[src/rtl/hazard_fwd_ctrl.sv]
// Hazard detection and operand forwarding control for the in-order pipeline.
// Picks forwarding sources for EX, and inserts load-use bubbles, freezes and flushes.
module hazard_fwd_ctrl #(
    parameter int NUM_FWD = 2,
    parameter int LD_LAT = 1,
    localparam int SELW = $clog2(NUM_FWD + 1)
) (
    input  logic                 CLK,
    input  logic                 RST,
    input  logic [4:0]           EX_RS1,
    input  logic [4:0]           EX_RS2,
    input  logic                 EX_RS1_USED,
    input  logic                 EX_RS2_USED,
    input  logic [5*NUM_FWD-1:0] SRC_RD,
    input  logic [NUM_FWD-1:0]   SRC_REGWRITE,
    input  logic [4:0]           ID_RS1,
    input  logic [4:0]           ID_RS2,
    input  logic                 ID_RS1_USED,
    input  logic                 ID_RS2_USED,
    input  logic                 ID_VALID,
    input  logic [4:0]           EX_RD,
    input  logic                 EX_REGWRITE,
    input  logic                 EX_IS_LOAD,
    input  logic                 MEM_BUSY,
    input  logic                 FLUSH,
    output logic [SELW-1:0]      SEL_A,
    output logic [SELW-1:0]      SEL_B,
    output logic                 STALL_IF,
    output logic                 STALL_ID,
    output logic                 BUBBLE_EX,
    output logic                 FREEZE,
    output logic [15:0]          STALL_CNT,
    output logic [1:0]           HAZ_STATE
);

    typedef enum logic [1:0] {
        RUN      = 2'd0,
        LU_STALL = 2'd1,
        MEM_WAIT = 2'd2
    } st_e;

    st_e         state_q;
    st_e         state_d;
    st_e         rec_q;
    st_e         rec_d;
    st_e         eff_st;
    logic [1:0]  cnt_q;
    logic [1:0]  cnt_d;
    logic [15:0] stall_cnt_q;
    logic [15:0] stall_cnt_d;

    logic [SELW-1:0] sel_a_raw;
    logic [SELW-1:0] sel_b_raw;
    logic            lu_hit;
    logic            stall;
    logic            bubble;

    // Forwarding select: scan oldest to youngest so the youngest match wins.
    always_comb begin
        sel_a_raw = '0;
        sel_b_raw = '0;
        for (int i = NUM_FWD; i >= 1; i--) begin
            if (SRC_REGWRITE[i-1] && (SRC_RD[5*i-1 -: 5] != 5'd0)) begin
                if (EX_RS1_USED && (SRC_RD[5*i-1 -: 5] == EX_RS1)) begin
                    sel_a_raw = SELW'(i);
                end
                if (EX_RS2_USED && (SRC_RD[5*i-1 -: 5] == EX_RS2)) begin
                    sel_b_raw = SELW'(i);
                end
            end
        end
    end

    // Load in EX whose result is needed by the instruction in ID.
    always_comb begin
        lu_hit = ID_VALID & EX_IS_LOAD & EX_REGWRITE & (EX_RD != 5'd0) &
                 ((ID_RS1_USED & (ID_RS1 == EX_RD)) |
                  (ID_RS2_USED & (ID_RS2 == EX_RD)));
    end

    // Next-state logic; a released MEM_WAIT behaves as the recorded state.
    always_comb begin
        state_d = state_q;
        rec_d   = rec_q;
        cnt_d   = cnt_q;
        stall   = 1'b0;
        eff_st  = (state_q == MEM_WAIT) ? rec_q : state_q;
        if (MEM_BUSY) begin
            state_d = MEM_WAIT;
            if (state_q != MEM_WAIT) begin
                rec_d = state_q;
            end
        end else if (FLUSH) begin
            state_d = RUN;
            cnt_d   = 2'd0;
        end else begin
            state_d = eff_st;
            unique case (eff_st)
                RUN: begin
                    if (lu_hit) begin
                        stall = 1'b1;
                        if (LD_LAT > 1) begin
                            state_d = LU_STALL;
                            cnt_d   = 2'(LD_LAT - 2);
                        end
                    end
                end
                LU_STALL: begin
                    stall = 1'b1;
                    if (cnt_q == 2'd0) begin
                        state_d = RUN;
                    end else begin
                        cnt_d = cnt_q - 2'd1;
                    end
                end
                default: begin
                    state_d = RUN;
                end
            endcase
        end
    end

    // Saturating bubble counter, held while frozen since no bubble issues.
    always_comb begin
        bubble      = stall & ~RST;
        stall_cnt_d = stall_cnt_q;
        if (bubble && (stall_cnt_q != 16'hFFFF)) begin
            stall_cnt_d = stall_cnt_q + 16'd1;
        end
    end

    // State, recorded state, countdown and statistics registers.
    always_ff @(posedge CLK) begin
        if (RST) begin
            state_q     <= RUN;
            rec_q       <= RUN;
            cnt_q       <= 2'd0;
            stall_cnt_q <= 16'd0;
        end else begin
            state_q     <= state_d;
            rec_q       <= rec_d;
            cnt_q       <= cnt_d;
            stall_cnt_q <= stall_cnt_d;
        end
    end

    // Outputs are forced quiet while reset is held.
    always_comb begin
        SEL_A     = RST ? '0 : sel_a_raw;
        SEL_B     = RST ? '0 : sel_b_raw;
        STALL_IF  = bubble;
        STALL_ID  = bubble;
        BUBBLE_EX = bubble;
        FREEZE    = MEM_BUSY & ~RST;
        STALL_CNT = stall_cnt_q;
        HAZ_STATE = RST ? 2'd0 : state_q;
    end

endmodule

[config.mk]
export PLATFORM = sky130hd
export DESIGN_NAME = hazard_fwd_ctrl
export DESIGN_NICKNAME = d
export VERILOG_FILES = /design/src/rtl/hazard_fwd_ctrl.sv
export SDC_FILE = /design/constraint.sdc
export NUM_CORES = 1
export LEC_CHECK = 0
export BUFFER_PORTS_ARGS = -buffer_cell sky130_fd_sc_hd__buf_2
export CAP_MARGIN = 40
export CORE_MARGIN = 4
export CORE_UTILIZATION = 50
export DETAILED_ROUTE_END_ITERATION = 12
export PLACE_DENSITY = 0.85
export SLEW_MARGIN = 10
export SYNTH_ARGS = -nofsm -noshare
export SYNTH_HDL_FRONTEND = slang
export SYNTH_SLANG_ARGS = --single-unit
export TNS_END_PERCENT = 20
[constraint.sdc]
create_clock -name CLK -period 4.5 [get_ports CLK]
set_input_delay 0.45 -clock CLK [delete_from_list [all_inputs] [get_ports CLK]]
set_output_delay 0.45 -clock CLK [all_outputs]
set_load 0.02 [all_outputs]
==> flow_summary.ini <==
[clock_tree]
cts_tree = built
cts_root_buf = clkbuf_4
cts_made_buffers = 3
clk-insertion-delay-late_ns = 0.32
cts_num_sinks = 22
cts.clk_slew.worst_paths_ns = 0.11
cts_resized = 0
cts_buffer_depth = 2
cts_hold_buffers = 0
post_cts_buffers = 0
htreeDepth = 1

[synth]
ys_ff_latch = 22
yosys_warnings = 0
syn_avg_cell_area_um2 = 8.45
syn-instance-count = 185
yosysTopAreaCell = dfxtp_1
seq_area_frac_synth_pct = 28.2
synthTopCellsByArea = dfxtp_1 (28%), xnor2_1 (11%), xor2_1 (9.0%), nor2_1 (5.8%), nor2b_1 (4.0%)
synth_nets = 235
yosysUniqueCellTypes = 47
syn-cell-area_um2 = 1560
yosysTopAreaCellShare_pct = 28.2

[route]
viasPerCell = 5.24
drt_iter0_markers = 54
drc_errors = 0
routed_wl_um = 3670
dr.pass1.iters = 4
antenna_left = 0
via_count = 1566
wl_per_cell_um = 12.3

[grt]
global_route.usage.met1_pct = 21.2
first_global_vias = 1436
grt_max_degree = 28
grt_overflow = 0
busiest_layer = met2
grt_usage_pct = 17.8
use_met3_pct = 2.28
antenna_found_initial = 0
grt_pass1_wl_um = 5920
met2_usage_pct = 32.1

[worst_setup_path]
required_ns = 4.05
critPathLaunchType = register
cp.arrival_ns = 2.02
crit_type = reg -> out
crit_path_max_fanout = 14
reg2reg_from = STALL_CNT[0]
cp-startpoint = state_q[0]
cp-end-kind = primary output

[finish]
nets = 306
final_cell_mix = buf_2 (73), nor2_1 (24), dfxtp_1 (22)
syn_to_final_growth_pct = 27.5
antennaDiodeCount = 0
drive_above_1_share_pct = 35.3
mostFrequentLayoutCell = buf_2

[outcome]
status = complete, no violations

[timing]
finalSetupViolCount = 0
fin_crit_sh_pct = 54.9
slew_violations = 0
fin_ws_ns = 2.03
whs_ns = 0.459
fmax_ghz = 0.405
tightest_slew_ns = 0.771
hold_viol_final = 0
post-route-min-period_ns = 2.47
slew_headroom_pct = 48.3
finClkSkew_ns = 0.0149
fin_setup_tns_ns = 0
rsz0062_at_grt = false

[placed_design]
place_ws_ns = 2.17
place_congestion = 0.783
hpwl_um = 3000
port_buffers = 73

[floorplanning]
die_area_um2 = 4090
dieWidth_um = 63.9
core_area_um2 = 3030
initial_utilization_pct = 51.7
io_pins = 74
die_h_um = 63.9
rows = 20

[worst_hold_path]
hold_path_class = in -> reg
hp-start = MEM_BUSY

[power]
p_per_area_nw_per_um2 = 210
ir_drop_mv = 0.131
p_leak_nw = 0.865

[flow_run]
max_cap_viol_count = 0
[metrics by stage]
stage | util [%] | power (mW) | instances | area, µm²
6_report | 65.9 | 0.420 | 299 | 1990
5_1_grt | 65.9 | 0.437 | 299 | 1990
4_1_cts | 65.9 | 0.422 | 299 | 1990
3_5_place_dp | 64.1 | 0.272 | 295 | 1940
3_3_place_gp | 64.1 | 0.270 | 295 | 1940
2_1_floorplan | - | 0.236 | 185 | 1560
[power breakdown]
part	total (mW)	switching [mW]	internal, mW
sequential	0.196	0.000519	0.195
clock	0.152	0.0623	0.0901
combinational	0.0713	0.0367	0.0346
[routing by layer]
metal / vias up / routed length (µm) / part of all wire [%]
met5: - / 0 / 0
met1: 698 / 1600 / 44
met3: 4 / 317 / 8.6
met2: 74 / 1720 / 47
li1: 790 / - / -
met4: 0 / 35 / 0.95
[final timing paths]
check	end	slack, ns	cells past startpoint
max	STALL_IF	2.03	5
min	state_q[1]	0.46	2
max reg2reg	STALL_CNT[9]	2.16	8
min reg2reg	cnt_q[1]	0.51	2
[critical path: stages, from the launching register on]
cell and delay, ns:
dfxtp_1 0.37, nor2b_1 0.15, a31oi_1 0.18, a21boi_2 0.66, nor2b_1 0.15, buf_2 0.20
[state kept, by name, summed over array words and instances (netlist names)]
register	cells
STALL_CNT	16
cnt_q	2
rec_q	2
state_q	2
[Yosys cell counts, drive strengths merged]
cell type and n:
or4 2, a21boi 1, ha 2, nand3 8
and3 3, a22oi 1, nor2 25, and2 1
o22ai 1, or3 1, a21oi 7, nand2 10
nor3b 2, inv 4, xnor2 20, nor2b 10
o21bai 1, mux2 3, o311ai 2, a21o 1
a31o 2, o21ai 4, buf 5, nor4 5
and4 2, nand2b 2, mux2i 1, dfxtp 22
xor2 16, clkbuf 2, nand4 8, a31oi 1
o31ai 1, o311a 1, nor3 6, o41ai 2
[cell families (layout without fill, tap and decap cells)]
logic type	after synthesis	after routing	share of synthesized area (%)
compound gates	25	25	11.9
xor+xnor	36	36	20.2
fa+ha+maj	2	2	1.60
buf+inv	11	81	3.68
flops	22	22	28.2
mux	4	4	2.80
simple gates	85	85	31.7
[layout make-up]
cell class              instances  area (µm²)
multi-input cells             152        1070
fillers                       274        1030
flip-flops and latches         22         440
repair buffers                 73         365
well taps                      44        55.1
clock inverters                 1        30.0
clock buffers                   3        22.5
inverters                       4        15.0
No activity file was read; power rests on OpenSTA's default activity.
